$ cat src/rtl/arty_rst_seq.sv
//==============================================================================
// arty_rst_seq - MMCM -> peripheral -> CPU reset sequencer; define ARTY_RST_SEQ_LOCK_TIMEOUT_EN for lock-timeout retry.
// Revision: 1.0
//==============================================================================
`default_nettype none

module arty_rst_seq #(
  parameter int MMCM_RST_CYCLES = 16,
  parameter int LOCK_TIMEOUT    = 4096,
  parameter int PERIPH_DLY      = 8,
  parameter int WARM_CYCLES     = 4,
  parameter int CW              = 16
) (
  input  logic       clk_in,
  input  logic       reset,
  input  logic       mmcm_locked,
  input  logic       sysresetreq,
  output logic       mmcm_resetn,
  output logic       periph_resetn,
  output logic       cpu_resetn,
  output logic       sys_ready,
  output logic [3:0] retry_cnt
);

`ifdef ARTY_RST_SEQ_LOCK_TIMEOUT_EN
  localparam bit TIMEOUT_EN = 1'b1;
`else
  localparam bit TIMEOUT_EN = 1'b0;
`endif

  localparam logic [CW-1:0] MMCM_LAST   = CW'(MMCM_RST_CYCLES - 1);
  localparam logic [CW-1:0] LOCK_LAST   = CW'(LOCK_TIMEOUT - 1);
  localparam logic [CW-1:0] PERIPH_LAST = CW'(PERIPH_DLY - 1);
  localparam logic [CW-1:0] WARM_LAST   = CW'(WARM_CYCLES - 1);

  typedef enum logic [2:0] {
    S_MMCM_RST  = 3'd0,
    S_WAIT_LOCK = 3'd1,
    S_PERIPH    = 3'd2,
    S_CPU_REL   = 3'd3,
    S_RUN       = 3'd4,
    S_WARM      = 3'd5
  } state_t;

  state_t        state;
  state_t        state_nxt;
  logic [CW-1:0] cnt;
  logic [CW-1:0] cnt_nxt;
  logic          retry_inc;
  logic          lock_meta;
  logic          lock_s;
  logic          srr_meta;
  logic          srr_s;

  always_ff @(posedge clk_in or posedge reset) begin
    if (reset) begin
      lock_meta <= 1'b0;
      lock_s    <= 1'b0;
      srr_meta  <= 1'b0;
      srr_s     <= 1'b0;
    end else begin
      lock_meta <= mmcm_locked;
      lock_s    <= lock_meta;
      srr_meta  <= sysresetreq;
      srr_s     <= srr_meta;
    end
  end

  always_comb begin
    state_nxt = state;
    cnt_nxt   = cnt + CW'(1);
    retry_inc = 1'b0;
    case (state)
      S_MMCM_RST: begin
        if (cnt == MMCM_LAST) state_nxt = S_WAIT_LOCK;
      end
      S_WAIT_LOCK: begin
        if (lock_s) begin
          state_nxt = S_PERIPH;
        end else if (TIMEOUT_EN && (cnt == LOCK_LAST)) begin
          state_nxt = S_MMCM_RST;
          retry_inc = 1'b1;
        end
      end
      S_PERIPH: begin
        if (!lock_s)                state_nxt = S_MMCM_RST;
        else if (cnt == PERIPH_LAST) state_nxt = S_CPU_REL;
      end
      S_CPU_REL: begin
        state_nxt = lock_s ? S_RUN : S_MMCM_RST;
      end
      S_RUN: begin
        cnt_nxt = '0;
        if (!lock_s)    state_nxt = S_MMCM_RST;
        else if (srr_s) state_nxt = S_WARM;
      end
      S_WARM: begin
        if (!lock_s) begin
          state_nxt = S_MMCM_RST;
        end else if (cnt == WARM_LAST) begin
          // Hold the count while the request is still asserted.
          cnt_nxt = cnt;
          if (!srr_s) state_nxt = S_CPU_REL;
        end
      end
      default: state_nxt = S_MMCM_RST;
    endcase
    if (state_nxt != state) cnt_nxt = '0;
  end

  // Outputs are decoded from the next state so they switch on the same edge as the state.
  always_ff @(posedge clk_in or posedge reset) begin
    if (reset) begin
      state         <= S_MMCM_RST;
      cnt           <= '0;
      retry_cnt     <= 4'd0;
      mmcm_resetn   <= 1'b0;
      periph_resetn <= 1'b0;
      cpu_resetn    <= 1'b0;
      sys_ready     <= 1'b0;
    end else begin
      state         <= state_nxt;
      cnt           <= cnt_nxt;
      if (retry_inc && (retry_cnt != 4'hF)) retry_cnt <= retry_cnt + 4'd1;
      mmcm_resetn   <= (state_nxt != S_MMCM_RST);
      periph_resetn <= (state_nxt == S_PERIPH) || (state_nxt == S_CPU_REL) ||
                       (state_nxt == S_RUN)    || (state_nxt == S_WARM);
      cpu_resetn    <= (state_nxt == S_CPU_REL) || (state_nxt == S_RUN);
      sys_ready     <= (state_nxt == S_RUN);
    end
  end

endmodule

`default_nettype wire

$ cat config.mk
export PLATFORM = sky130hd
export DESIGN_NAME = arty_rst_seq
export DESIGN_NICKNAME = d
export VERILOG_FILES = /design/src/rtl/arty_rst_seq.sv
export SDC_FILE = /design/constraint.sdc
export NUM_CORES = 1
export LEC_CHECK = 0
export CELL_PAD_IN_SITES_DETAIL_PLACEMENT = 1
export CELL_PAD_IN_SITES_GLOBAL_PLACEMENT = 2
export CORE_ASPECT_RATIO = 1.25
export CORE_UTILIZATION = 32
export DETAILED_ROUTE_END_ITERATION = 8
export PLACE_DENSITY_LB_ADDON = 0.1
export SYNTH_ARGS = -nofsm -noshare
export SYNTH_HDL_FRONTEND = slang
export SYNTH_SLANG_ARGS = --single-unit
$ cat constraint.sdc
create_clock -name clk_in -period 2.22 [get_ports clk_in]
set_input_delay 0.555 -clock clk_in [delete_from_list [all_inputs] [get_ports clk_in]]
set_output_delay 0.555 -clock clk_in [all_outputs]
set_load 0.03 [all_outputs]
==> results of run 1 <==
[state kept, by name, summed over array words and instances, names as in the netlist]
register       flops
periph_resetn      1
mmcm_resetn        1
cnt               16
lock_meta          1
sys_ready          1
state              3
lock_s             1
cpu_resetn         1
srr_meta           1
srr_s              1
[final cells by class]
type	instances	area, um2
clock buffer	3	41.3
clock inverter	1	5.00
fill	479	2380
inverter	4	15.0
multi-input combinational	99	649
sequential	27	676
tap	56	70.1
timing repair buffer	26	225
[repair_timing]
| item | CTS | global route |
|---|---|---|
| buffers inserted | 0 | 0 |
| endpoints found under the hold margin | 0 | 0 |
| setup endpoints to repair | 0 | 8 |
| resized for setup | 0 | 4 |
[report_power, final]
| part | internal (uW) | switching, uW | leakage (uW) |
|---|---|---|---|
| registers | 574 | 52.0 | 0.000359 |
| clock network | 125 | 144 | 0.0000255 |
| logic | 330 | 360 | 0.000404 |
[worst max path at each step]
stage                     startpoint  endpoint  slack (ps)  cells past startpoint
after detailed placement      cnt[9]    cnt[0]          60                      6
final                         cnt[4]    cnt[0]         100                      6
after global placement        cnt[9]    cnt[0]          90                      6
after floorplan               cnt[4]    cnt[5]         140                      6
after CTS                     cnt[4]    cnt[0]          40                      6
after global routing          cnt[4]    cnt[1]          10                      5
[cells by family after synthesis]
| kind of cell | Yosys count | share of synthesized area |
|---|---|---|
| other | 1 | 0.00276 |
| AND/OR/NAND/NOR | 64 | 0.252 |
| buffers and inverters | 12 | 0.0497 |
| adder cells (fa/ha/maj) | 1 | 0.00920 |
| XOR/XNOR | 15 | 0.0966 |
| flip-flops | 27 | 0.497 |
| AO/OA/AOI/OAI | 15 | 0.0929 |
[per-layer routing]
metal / vias to the layer above / global-route usage / part of all wire
met5: - / 0 / 0
met4: 0 / 0.0543 / 0.0088
met3: 2 / 0.0155 / 0.0095
met2: 4 / 0.272 / 0.51
met1: 483 / 0.184 / 0.47
li1: 501 / - / -
[Yosys cell counts]
cell type,instances,share of area
sky130_fd_sc_hd__a211o_1,1,0.0064
sky130_fd_sc_hd__a211oi_1,2,0.011
sky130_fd_sc_hd__a211oi_2,1,0.0092
sky130_fd_sc_hd__a21oi_1,2,0.0074
sky130_fd_sc_hd__a21oi_4,1,0.012
sky130_fd_sc_hd__a22oi_1,1,0.0055
sky130_fd_sc_hd__and2_1,2,0.0092
sky130_fd_sc_hd__and3_1,3,0.014
sky130_fd_sc_hd__buf_4,4,0.022
sky130_fd_sc_hd__buf_6,1,0.0083
sky130_fd_sc_hd__clkbuf_1,3,0.0083
sky130_fd_sc_hd__conb_1,1,0.0028
sky130_fd_sc_hd__dfrtp_1,27,0.50
sky130_fd_sc_hd__ha_1,1,0.0092
sky130_fd_sc_hd__inv_1,4,0.011
sky130_fd_sc_hd__nand2_1,11,0.030
sky130_fd_sc_hd__nand2b_1,3,0.014
sky130_fd_sc_hd__nand3_1,7,0.026
sky130_fd_sc_hd__nand3b_1,1,0.0055
sky130_fd_sc_hd__nand4_1,3,0.014
sky130_fd_sc_hd__nor2_1,20,0.055
sky130_fd_sc_hd__nor2b_1,1,0.0046
sky130_fd_sc_hd__nor3_1,4,0.015
sky130_fd_sc_hd__nor3b_1,1,0.0055
sky130_fd_sc_hd__nor4_1,1,0.0046
sky130_fd_sc_hd__nor4_4,1,0.016
sky130_fd_sc_hd__o211a_1,1,0.0074
sky130_fd_sc_hd__o21ai_0,2,0.0074
sky130_fd_sc_hd__o22a_2,1,0.0074
sky130_fd_sc_hd__o311a_1,1,0.0074
sky130_fd_sc_hd__o31a_1,1,0.0064
sky130_fd_sc_hd__o31ai_1,1,0.0055
sky130_fd_sc_hd__or2_2,1,0.0046
sky130_fd_sc_hd__or3_4,1,0.0083
sky130_fd_sc_hd__or4_1,2,0.011
sky130_fd_sc_hd__or4_4,1,0.0083
sky130_fd_sc_hd__or4b_2,1,0.0074
sky130_fd_sc_hd__xnor2_1,5,0.032
sky130_fd_sc_hd__xor2_1,10,0.064
[through the flow]
step,std cells,area (um2),hold WS (ps),util
after floorplan,138,1370,331,-
after global placement,212,1610,333,0.397
after detailed placement,212,1610,340,0.397
after CTS,216,1660,363,0.408
after global routing,216,1680,375,0.414
final,216,1680,358,0.414
==> impl_results.md, run 1 <==
- Post-Synthesis Cell Area: 1360 um2
- IR Drop Worst-Case VDD: between 300 and 400 uV
- CP cell instances: or4_4, or3_4, o22a_4, a21oi_4, buf_12, o31ai_1
- Sequential element share of the synthesized area: 0.497
- Class of the most critical setup path: reg2reg
- Most frequent standard cell in the layout excluding fill and tap cells: sky130_fd_sc_hd__dfrtp_1
- Htree depth: 1
- Fraction of final layout cells sized beyond drive strength 1: 0.213
- Syn. warnings: 0
- Post-synthesis area per instance: 10.1 um2
- Number of buffers and inverters on the critical path: 1
- Path class of the lowest-slack min-delay path: reg2reg
- Final Skew: 1.22 ps
- Global-route wire length before repair: 4.97 mm
- Post-route DRC violation count: 0
- Residual overflow from global routing: 0
- GP Congestion: around 0.79
- Average wire length per cell after detail routing: 13.7 um
- Leakage: 0.000789 uW
- Reg-to-reg slack, setup: around 97 ps
- Time the worst path needs with I/O delays and setup: 2120 ps
- Clk Latency, worst-skew pair: between 200 and 300 ps
- Starting DRT DRC Count: 23
- Highest clock rate: 0.471 GHz
- Overall die height: 74.9 um
- Synthesized flop and latch total: 27
- Max Root-Sink Buffers: 2
- Worst r2r dst: cnt[0]
- Hold-critical path depth: 0
- Maximum fanout along the worst path: 13
- Number of buffers added on ports: 7
- Net count, final: between 150 and 200
- Area growth from synthesis to final layout: 23.6%
- Worst Setup Slack post-DPL: 63.3 ps
- Synthesized instance count: 135
- HPWL after DPL: 2.29 mm
- Maximum number of pins on one net before global-route repair: 28
- Die width: 60.3 um
- Setup crit end kind: flip-flop
- Launch instance of the worst register-to-register path: cnt[4]
- Core Area: just over 4000 um2
- Via count of the first global-routing pass: 1,075
- CTS Hold Buffers Added: 0
- Critical path data required time: 2380 ps
- Library cell contributing the largest single delay on the critical path: sky130_fd_sc_hd__or4_4
- I/O pin cnt: 12
- Number of different library cells in the post-synthesis netlist: 39
- Pins over their slew limit: 0
- Antenna violations before repair: 0
- Period utilisation layout: 0.956
- Vias post-DR: just under 1,000
- PnR worst setup slack: 97.4 ps
- Total length of routed wires: 2.96 mm
- Crit-path max cell delay: 550 ps
- TritonCTS clock tree: done
- Post-detailed-route count of antenna-violating nets: 0
- Starting density of the core: 0.334
- Total clock buffers created by CTS: 3
- Number of endpoints with negative hold slack in the final report: 0
- Die Footprint: 4520 um2
- Reported max-cap violation count: 0
- Unrepaired setup endpoints after global routing: no
- Critical path startpoint category: flip-flop
- Overall routing resource usage: 0.151
- Endpoint arrival time on the critical path: ~2300 ps
- Via-to-Cell Ratio: 4.58
- Outcome: complete, no violations
- First-pass DRT Iterations: 3
- Min-Delay Endpoint: srr_s
- Top library cells by usage in the layout, fill and taps aside: 27 x sky130_fd_sc_hd__dfrtp_1, 20 x sky130_fd_sc_hd__nor2_1, 18 x sky130_fd_sc_hd__buf_4
- Total power draw: 1590 uW
- Origin of the worst min-delay path: srr_meta
- Cell family with most CP delay: simple AND/OR/NAND/NOR gates
- Number of placement rows: 26
- Root cell of the clock tree: sky130_fd_sc_hd__clkbuf_8
- P per Cell Area: about 940 nW/um2
- Setup TNS: 0 ps
- Sinks on Clock Net: 27
- Register-to-Register Path Depth: 6
- Clock slew at reported path FFs: about 90 ps
- Ant. Diodes: 0
- Total setup violations reported at the end of the flow: 0
No activity file was read; power rests on OpenSTA's default activity.
==> run 2, diff against run 1 <==
--- a/config.mk
+++ b/config.mk
@@ -8,7 +8,7 @@
 export CELL_PAD_IN_SITES_DETAIL_PLACEMENT = 1
 export CELL_PAD_IN_SITES_GLOBAL_PLACEMENT = 2
 export CORE_ASPECT_RATIO = 1.25
-export CORE_UTILIZATION = 32
+export CORE_UTILIZATION = 39
 export DETAILED_ROUTE_END_ITERATION = 8
 export PLACE_DENSITY_LB_ADDON = 0.1
 export SYNTH_ARGS = -nofsm -noshare
==> constraint.sdc (replaced) <==
create_clock -name clk_in -period 2.45 [get_ports clk_in]
set_input_delay 0.6125 -clock clk_in [delete_from_list [all_inputs] [get_ports clk_in]]
set_output_delay 0.6125 -clock clk_in [all_outputs]
set_load 0.03 [all_outputs]
==> run 2 against run 1 <==
Global-route usage increased by 2.3 points. Clock skew increased by 2.2 ps. Combinational power decreased by 29%. Flip-flop and latch count unchanged. Critical path depth decreased by 1. Wire length decreased by 7.8%. Final cell count decreased by 16%. First-iteration DRC count decreased by 35%. Clock power decreased by 6%. Final area decreased by 10%. Register-to-register slack improved by 80 ps. Fmax decreased by 6.8%. Largest power group is now sequential cells.
==> impl_results.md, run 2 (same netlist as run 1, synthesis figures left out) <==
- Setup TNS: 0 ps (unchanged)
- CTS Hold Buffers Added: 0 (unchanged)
- Max Root-Sink Buffers: 2 (unchanged)
- Maximum fanout along the worst path: 13 (unchanged)
- Crit-path max cell delay: 550 ps (about the same)
- Post-route cell area: 1510 um2 (-10%)
- Die width: 54.8 um (-9.1%)
- Setup crit end kind: flip-flop
- Time the worst path needs with I/O delays and setup: 2280 ps (+154 ps)
- Post-detailed-route count of antenna-violating nets: 0 (unchanged)
- Average wire length per cell after detail routing: 15.0 um (+9.4%)
- Highest clock rate: 0.439 GHz (-6.8%)
- Starting density of the core: 0.415 (+0.0801)
- HPWL after DPL: 2.03 mm (-12%)
- Final Skew: 3.38 ps (+2.16 ps)
- Net count, final: 151 (-9.0%)
- Die Footprint: 3730 um2 (-17%)
- Final std cells w/o fill: 182 (-16%)
- Ant. Diodes: 0 (unchanged)
- Via count of the first global-routing pass: 959 (-11%)
- IR Drop Worst-Case VDD: 428 uV (+25%)
- Maximum number of pins on one net before global-route repair: 28 (unchanged)
- Placed insts: 178 (-16%)
- Top library cells by usage in the layout, fill and taps aside: 27 x sky130_fd_sc_hd__dfrtp_1, 20 x sky130_fd_sc_hd__nor2_1, 11 x sky130_fd_sc_hd__nand2_1
- Clock slew at reported path FFs: 90 ps (about the same)
- Library cell contributing the largest single delay on the critical path: sky130_fd_sc_hd__or4_1
- Post-CTS resize count: 0 (unchanged)
- Number of buffers added on ports: 7 (unchanged)
- Register with the most flip-flops: cnt
- Pins over their slew limit: 0 (unchanged)
- Outcome: complete, no violations
- Post-Place Cell Area: 1470 um2 (-9.2%)
- P per Cell Area: 881 nW/um2 (-6.5%)
- Critical path startpoint category: flip-flop
- Fraction of final layout cells sized beyond drive strength 1: 0.103 (-0.109)
- Residual overflow from global routing: 0 (unchanged)
- Post-route DRC violation count: 0 (unchanged)
- Core Area: 3280 um2 (-19%)
- Leakage: 0.000702 uW (-11%)
- Total length of routed wires: 2.73 mm (-7.8%)
- Total clock buffers created by CTS: 3 (unchanged)
- Number of placement rows: 23 (-12%)
- Vias post-DR: 967 (-2.3%)
- Largest registers: cnt (16), state (3)
- Overall die height: 68.0 um (-9.2%)
- Global-route wire length before repair: 4.56 mm (-8.2%)
- Path class of the lowest-slack min-delay path: reg2reg
- Max reg flops: 16 (unchanged)
- Number of endpoints with negative hold slack in the final report: 0 (unchanged)
- Overall routing resource usage: 0.175 (+0.0232)
- Post-CTS Setup Bufs: 0 (unchanged)
- Unrepaired setup endpoints after global routing: no
- Via-to-Cell Ratio: 5.31 (+16%)
- Antenna violations before repair: 0 (unchanged)
- Class of the most critical setup path: reg2reg
- Fillcell total: 388 (-19%)
- Reported max-cap violation count: 0 (unchanged)
- CP cell instances: or4_1, or3_4, o22a_2, a21oi_4, nor3_1
- TritonCTS clock tree: done
- I/O pin cnt: 12 (unchanged)
- Most frequent standard cell in the layout excluding fill and tap cells: sky130_fd_sc_hd__dfrtp_1
- Clk Latency, worst-skew pair: 270 ps (about the same)
- Root cell of the clock tree: sky130_fd_sc_hd__clkbuf_8
- Period utilisation layout: 0.929 (-0.0270)
- Area growth from synthesis to final layout: 11.0%
- Total setup violations reported at the end of the flow: 0 (unchanged)
- Endpoint arrival time on the critical path: 2420 ps (+140 ps)
- Htree depth: 1 (unchanged)
- GP Congestion: 0.744 (-6.2%)
- Critical path data required time: 2590 ps (+210 ps)
- Starting DRT DRC Count: 15 (-35%)
- First-pass DRT Iterations: 2 (-1)
- Sinks on Clock Net: 27 (unchanged)
[run 2: through the flow]
step                setup slack, ps  hold slack, ps  power, uW   util
global route                   50.2             365       1430  0.460
detailed placement              143             336       1100  0.447
floorplan                       372             331        974      -
finish                          174             356       1330  0.460
global placement                186             332       1080  0.447
CTS                             129             358       1350  0.460
[run 2: path summary, 6_finish.rpt]
path,slack (ps),end,from,depth (start not counted)
max,170,cnt[2],cnt[4],5
min,360,srr_s,srr_meta,0
max reg2reg,170,cnt[2],cnt[4],5
min reg2reg,360,srr_s,srr_meta,0
max in group asynchronous,1490,cnt[9],reset,3
min in group asynchronous,690,lock_meta,reset,3
[run 2: cell type report]
cell class,count,area (um2),share of cell area
Clock buffer,4,45.0,0.0298
Inverter,4,15.0,0.00994
Timing Repair Buffer,11,100,0.0663
Sequential cell,27,676,0.447
Multi-Input combinational cell,99,628,0.416
Tap cell,37,46.3,0.0307
[run 2: critical path, delay by kind of cell (launching register included)]
kind	cells	cell delay (ps)
DFF	1	420
AOI/OAI and AO/OA	2	630
and+or+nand+nor	3	1100
[run 2: where the power goes]
part | switching [uW] | internal, uW | leakage (uW)
Clock | 137 | 117 | 0.0000228
Combinational | 282 | 209 | 0.000321
Sequential | 66.6 | 520 | 0.000359
Total | 485 | 845 | 0.000702
[run 2: metal layers]
| metal | wire length, um | up-vias | track usage | share of wire |
|---|---|---|---|---|
| li1 | - | 475 | - | - |
| met1 | 1230 | 480 | 0.209 | 0.45 |
| met2 | 1430 | 8 | 0.301 | 0.52 |
| met3 | 36 | 4 | 0.0289 | 0.013 |
| met4 | 38 | 0 | 0.0705 | 0.014 |
| met5 | 0 | - | 0 | 0 |
==> run 3, diff against run 2 <==
--- a/config.mk
+++ b/config.mk
@@ -5,12 +5,13 @@
 export SDC_FILE = /design/constraint.sdc
 export NUM_CORES = 1
 export LEC_CHECK = 0
+export ABC_AREA = 1
 export CELL_PAD_IN_SITES_DETAIL_PLACEMENT = 1
 export CELL_PAD_IN_SITES_GLOBAL_PLACEMENT = 2
 export CORE_ASPECT_RATIO = 1.25
-export CORE_UTILIZATION = 39
+export CORE_UTILIZATION = 37
 export DETAILED_ROUTE_END_ITERATION = 8
-export PLACE_DENSITY_LB_ADDON = 0.1
+export PLACE_DENSITY = 0.81
 export SYNTH_ARGS = -nofsm -noshare
 export SYNTH_HDL_FRONTEND = slang
 export SYNTH_SLANG_ARGS = --single-unit
==> run 3 against run 2 <==
Synthesized cell count is 39% higher. Non-clock buffer count is 3 lower. First-iteration DRC count is 150% higher. Utilization is 4.0 points lower. Final area is 13% higher. Flip-flop and latch count stayed put. Clock-buffer cell count is 1 lower. Worst setup slack better by 280 ps. Register-to-register slack better by 280 ps. Fmax is 14% higher. Sequential share of layout area is 5.2 points lower. Final cell count is 38% higher. Largest cell class is now multi-input combinational cells.
==> impl_results.md, run 3 <==
- Outcome: complete, no violations
- I/O pin cnt: 12 (unchanged)
- Capture point of the critical path: cnt[3]
- Top library cells by usage in the layout, fill and taps aside: 37 x sky130_fd_sc_hd__nand2_1, 28 x sky130_fd_sc_hd__nor2_1, 27 x sky130_fd_sc_hd__dfrtp_1
- Clk Latency, worst-skew pair: 280 ps (about the same)
- Post-CTS resize count: 0 (unchanged)
- Async SR Flop Fraction: 1.00 (unchanged)
- Post-CTS Setup Bufs: 0 (unchanged)
- Library cell contributing the largest single delay on the critical path: sky130_fd_sc_hd__dfrtp_1
- Fraction of post-synthesis cell area in the top cell type by area: 0.432 (-0.0648)
- Register with the most flip-flops: cnt
- Final Skew: 7.54 ps (+4.16 ps)
- HPWL after DPL: 2.42 mm (+20%)
- Commonest register cell after synthesis: sky130_fd_sc_hd__dfrtp_1
- GP Congestion: 0.733 (-1.5%)
- PnR worst setup slack: 455 ps (+282 ps)
- Maximum fanout along the worst path: 13 (unchanged)
- Logic pwr share: 0.410 (+0.041)
- P per Cell Area: 827 nW/um2 (-6.1%)
- Vias post-DR: 1,138 (+18%)
- Class of the most critical setup path: reg2reg
- Syn. warnings: 0 (unchanged)
- Post-route cell area: 1710 um2 (+13%)
- Largest registers: cnt (16), state (3)
- Post-Place Cell Area: 1660 um2 (+13%)
- Total power draw: 1410 uW (+6.2%)
- Maximum number of pins on one net before global-route repair: 28 (unchanged)
- Synth area leader: sky130_fd_sc_hd__dfrtp_1
- Leading post-synthesis cells by cell area: sky130_fd_sc_hd__dfrtp_1 43%, sky130_fd_sc_hd__nand2_1 8.9%, sky130_fd_sc_hd__nor2_4 7.9%, sky130_fd_sc_hd__nor2_1 6.7%, sky130_fd_sc_hd__inv_1 5.8%
- Area growth from synthesis to final layout: 9.20%
- Most instantiated cells after synthesis: 37 x sky130_fd_sc_hd__nand2_1, 28 x sky130_fd_sc_hd__nor2_1, 27 x sky130_fd_sc_hd__dfrtp_1, 24 x sky130_fd_sc_hd__inv_1, 16 x sky130_fd_sc_hd__nand3_1
- Time the worst path needs with I/O delays and setup: 1990 ps (-282 ps)
- Period utilisation layout: 0.814 (-0.115)
- First-pass DRT Iterations: 2 (unchanged)
- Number of placement rows: 26 (+13%)
- Die Footprint: 4490 um2 (+20%)
- Max reg flops: 16 (unchanged)
- Starting DRT DRC Count: 37 (+22)
- Most frequently used cell type in the post-synthesis netlist: sky130_fd_sc_hd__nand2_1
- IR Drop Worst-Case VDD: 338 uV (-21%)
- Post-detailed-route count of antenna-violating nets: 0 (unchanged)
- Core Area: 4070 um2 (+24%)
- Htree depth: 1 (unchanged)
- Launch instance of the worst register-to-register path: cnt[0]
- Launch point of the worst path: cnt[0]
- Number of flops mapped to enable cells by yosys: 0 (unchanged)
- Path class of the lowest-slack min-delay path: reg2reg
- Reg-to-reg slack, setup: 460 ps (+280 ps)
- Antenna violations before repair: 0 (unchanged)
- Fraction of final layout cells sized beyond drive strength 1: 0.143 (+0.0394)
- Most frequent standard cell in the layout excluding fill and tap cells: sky130_fd_sc_hd__nand2_1
- Leakage: 0.000832 uW (+18%)
- Total clock buffers created by CTS: 3 (unchanged)
- Post-Synthesis Cell Area: 1560 um2 (+15%)
- Max Root-Sink Buffers: 2 (unchanged)
- Worst Setup Slack post-DPL: 419 ps (+276 ps)
- CP cell instances: ha_1, nand2_2, nor2_2, nand3_2, nand2_1, nand2_2, nand2_4, nand2_1, nand2_1, nand2_2, nor2_4, nand2_4, nor2_1
- Via-to-Cell Ratio: 4.52 (-15%)
- Via count of the first global-routing pass: 1,163 (+21%)
- Number of different library cells in the post-synthesis netlist: 26 (-33%)
- Switching component of the power: 600 uW (+24%)
- Average wire length per cell after detail routing: 12.1 um (-20%)
- Sequential element share of the synthesized area: 0.432 (-0.0648)
- Global-route wire length before repair: 5.19 mm (+14%)
- Setup crit end kind: flip-flop
- Clock slew at reported path FFs: 90 ps (about the same)
- Die width: 60.2 um (+9.7%)
- Post-synthesis area per instance: 8.36 um2 (-17%)
- Total length of routed wires: 3.04 mm (+11%)
- Number of endpoints with negative hold slack in the final report: 0 (unchanged)
- Ant. Diodes: 0 (unchanged)
- Residual overflow from global routing: 0 (unchanged)
- CTS Hold Buffers Added: 0 (unchanged)
- Internal Power: 813 uW (-3.9%)
- Critical path startpoint category: flip-flop
- Net count, final: 202 (+34%)
- Root cell of the clock tree: sky130_fd_sc_hd__clkbuf_8
- Number of buffers added on ports: 7 (unchanged)
- Worst r2r dst: cnt[3]
- Overall die height: 74.7 um (+9.8%)
- Net switching fraction of the power: 0.425 (+0.0600)
- Critical path data required time: 2650 ps (+60 ps)
- Reg power frac: 0.412 (-0.029)
- Total setup violations reported at the end of the flow: 0 (unchanged)
- Synthesized instance count: 187 (+39%)
- Endpoint arrival time on the critical path: 2200 ps (-220 ps)
- Worst hold-check slack: 355 ps (-0.637 ps)
- Register-to-Register Path Depth: 13 (+8)
- Unrepaired setup endpoints after global routing: no
- Starting density of the core: 0.385 (-0.0300)
- Setup TNS: 0 ps (unchanged)
- Crit-path max cell delay: 400 ps (-150 ps)
- Overall routing resource usage: 0.156 (-0.0183)
- Pins over their slew limit: 0 (unchanged)
- Clock share of power: 0.178 (-0.012)
- TritonCTS clock tree: done
- Synthesized flop and latch total: 27 (unchanged)
- Reported max-cap violation count: 0 (unchanged)
- Highest clock rate: 0.501 GHz (+14%)
- Post-route DRC violation count: 0 (unchanged)
- Sinks on Clock Net: 27 (unchanged)
## run 3: worst min path at each step
stage              start  cells past startpoint  slack, ps      to
3_3_place_gp   lock_meta                      0        340  lock_s
5_1_grt        lock_meta                      0        370  lock_s
4_1_cts        lock_meta                      0        360  lock_s
6_report       lock_meta                      0        360  lock_s
2_1_floorplan  lock_meta                      0        330  lock_s
3_5_place_dp   lock_meta                      0        340  lock_s
## run 3: power by group through the flow
| stage | combinational (uW) | sequential, uW | clock, uW |
|---|---|---|---|
| 5_1_grt | 640 | 592 | 284 |
| 3_5_place_dp | 596 | 591 | 0 |
| 2_1_floorplan | 505 | 603 | 0 |
| 3_3_place_gp | 577 | 589 | 0 |
| 6_report | 579 | 582 | 252 |
| 4_1_cts | 599 | 583 | 264 |
## run 3: logic make-up (layout without fill, tap and decap cells)
| kind of cell | count (synthesis) | in the layout | synth area share |
|---|---|---|---|
| AO/OA/AOI/OAI | 4 | 4 | 0.0144 |
| XOR/XNOR | 13 | 13 | 0.0728 |
| adder cells (fa/ha/maj) | 1 | 1 | 0.00800 |
| buffers and inverters | 31 | 37 | 0.0992 |
| flip-flops | 27 | 27 | 0.432 |
| other | 1 | 4 | 0.00240 |
| AND/OR/NAND/NOR | 110 | 110 | 0.371 |
## run 3: worst max-delay path: cells and delay by family (launching register included)
| family | cells | cell delay [ps] |
|---|---|---|
| DFF | 1 | 400 |
| adders and majority gates | 1 | 240 |
| and+or+nand+nor | 12 | 1280 |
## run 3: area by class of cell
type / instances / area, um2
fillers: 505 / 2360
repair buffers: 8 / 77.6
inverters: 25 / 93.8
multi-input cells: 132 / 744
clock buffers: 3 / 41.3
flip-flops and latches: 27 / 676
well taps: 56 / 70.1
clock inverters: 1 / 5.00
## run 3: stage by stage
step | cells | utilization
after global routing | 252 | 0.420
after CTS | 252 | 0.420
after floorplan | 190 | -
final | 252 | 0.420
after global placement | 248 | 0.409
after detailed placement | 248 | 0.409
## run 3: metal layers
layer / GRT usage / wire, um / vias to the layer above / share of wire
met5: 0 / 0 / - / 0
met4: 0.0698 / 47 / 0 / 0.015
met3: 0.0206 / 35 / 4 / 0.012
met2: 0.278 / 1610 / 5 / 0.53
met1: 0.184 / 1340 / 548 / 0.44
li1: - / - / 581 / -
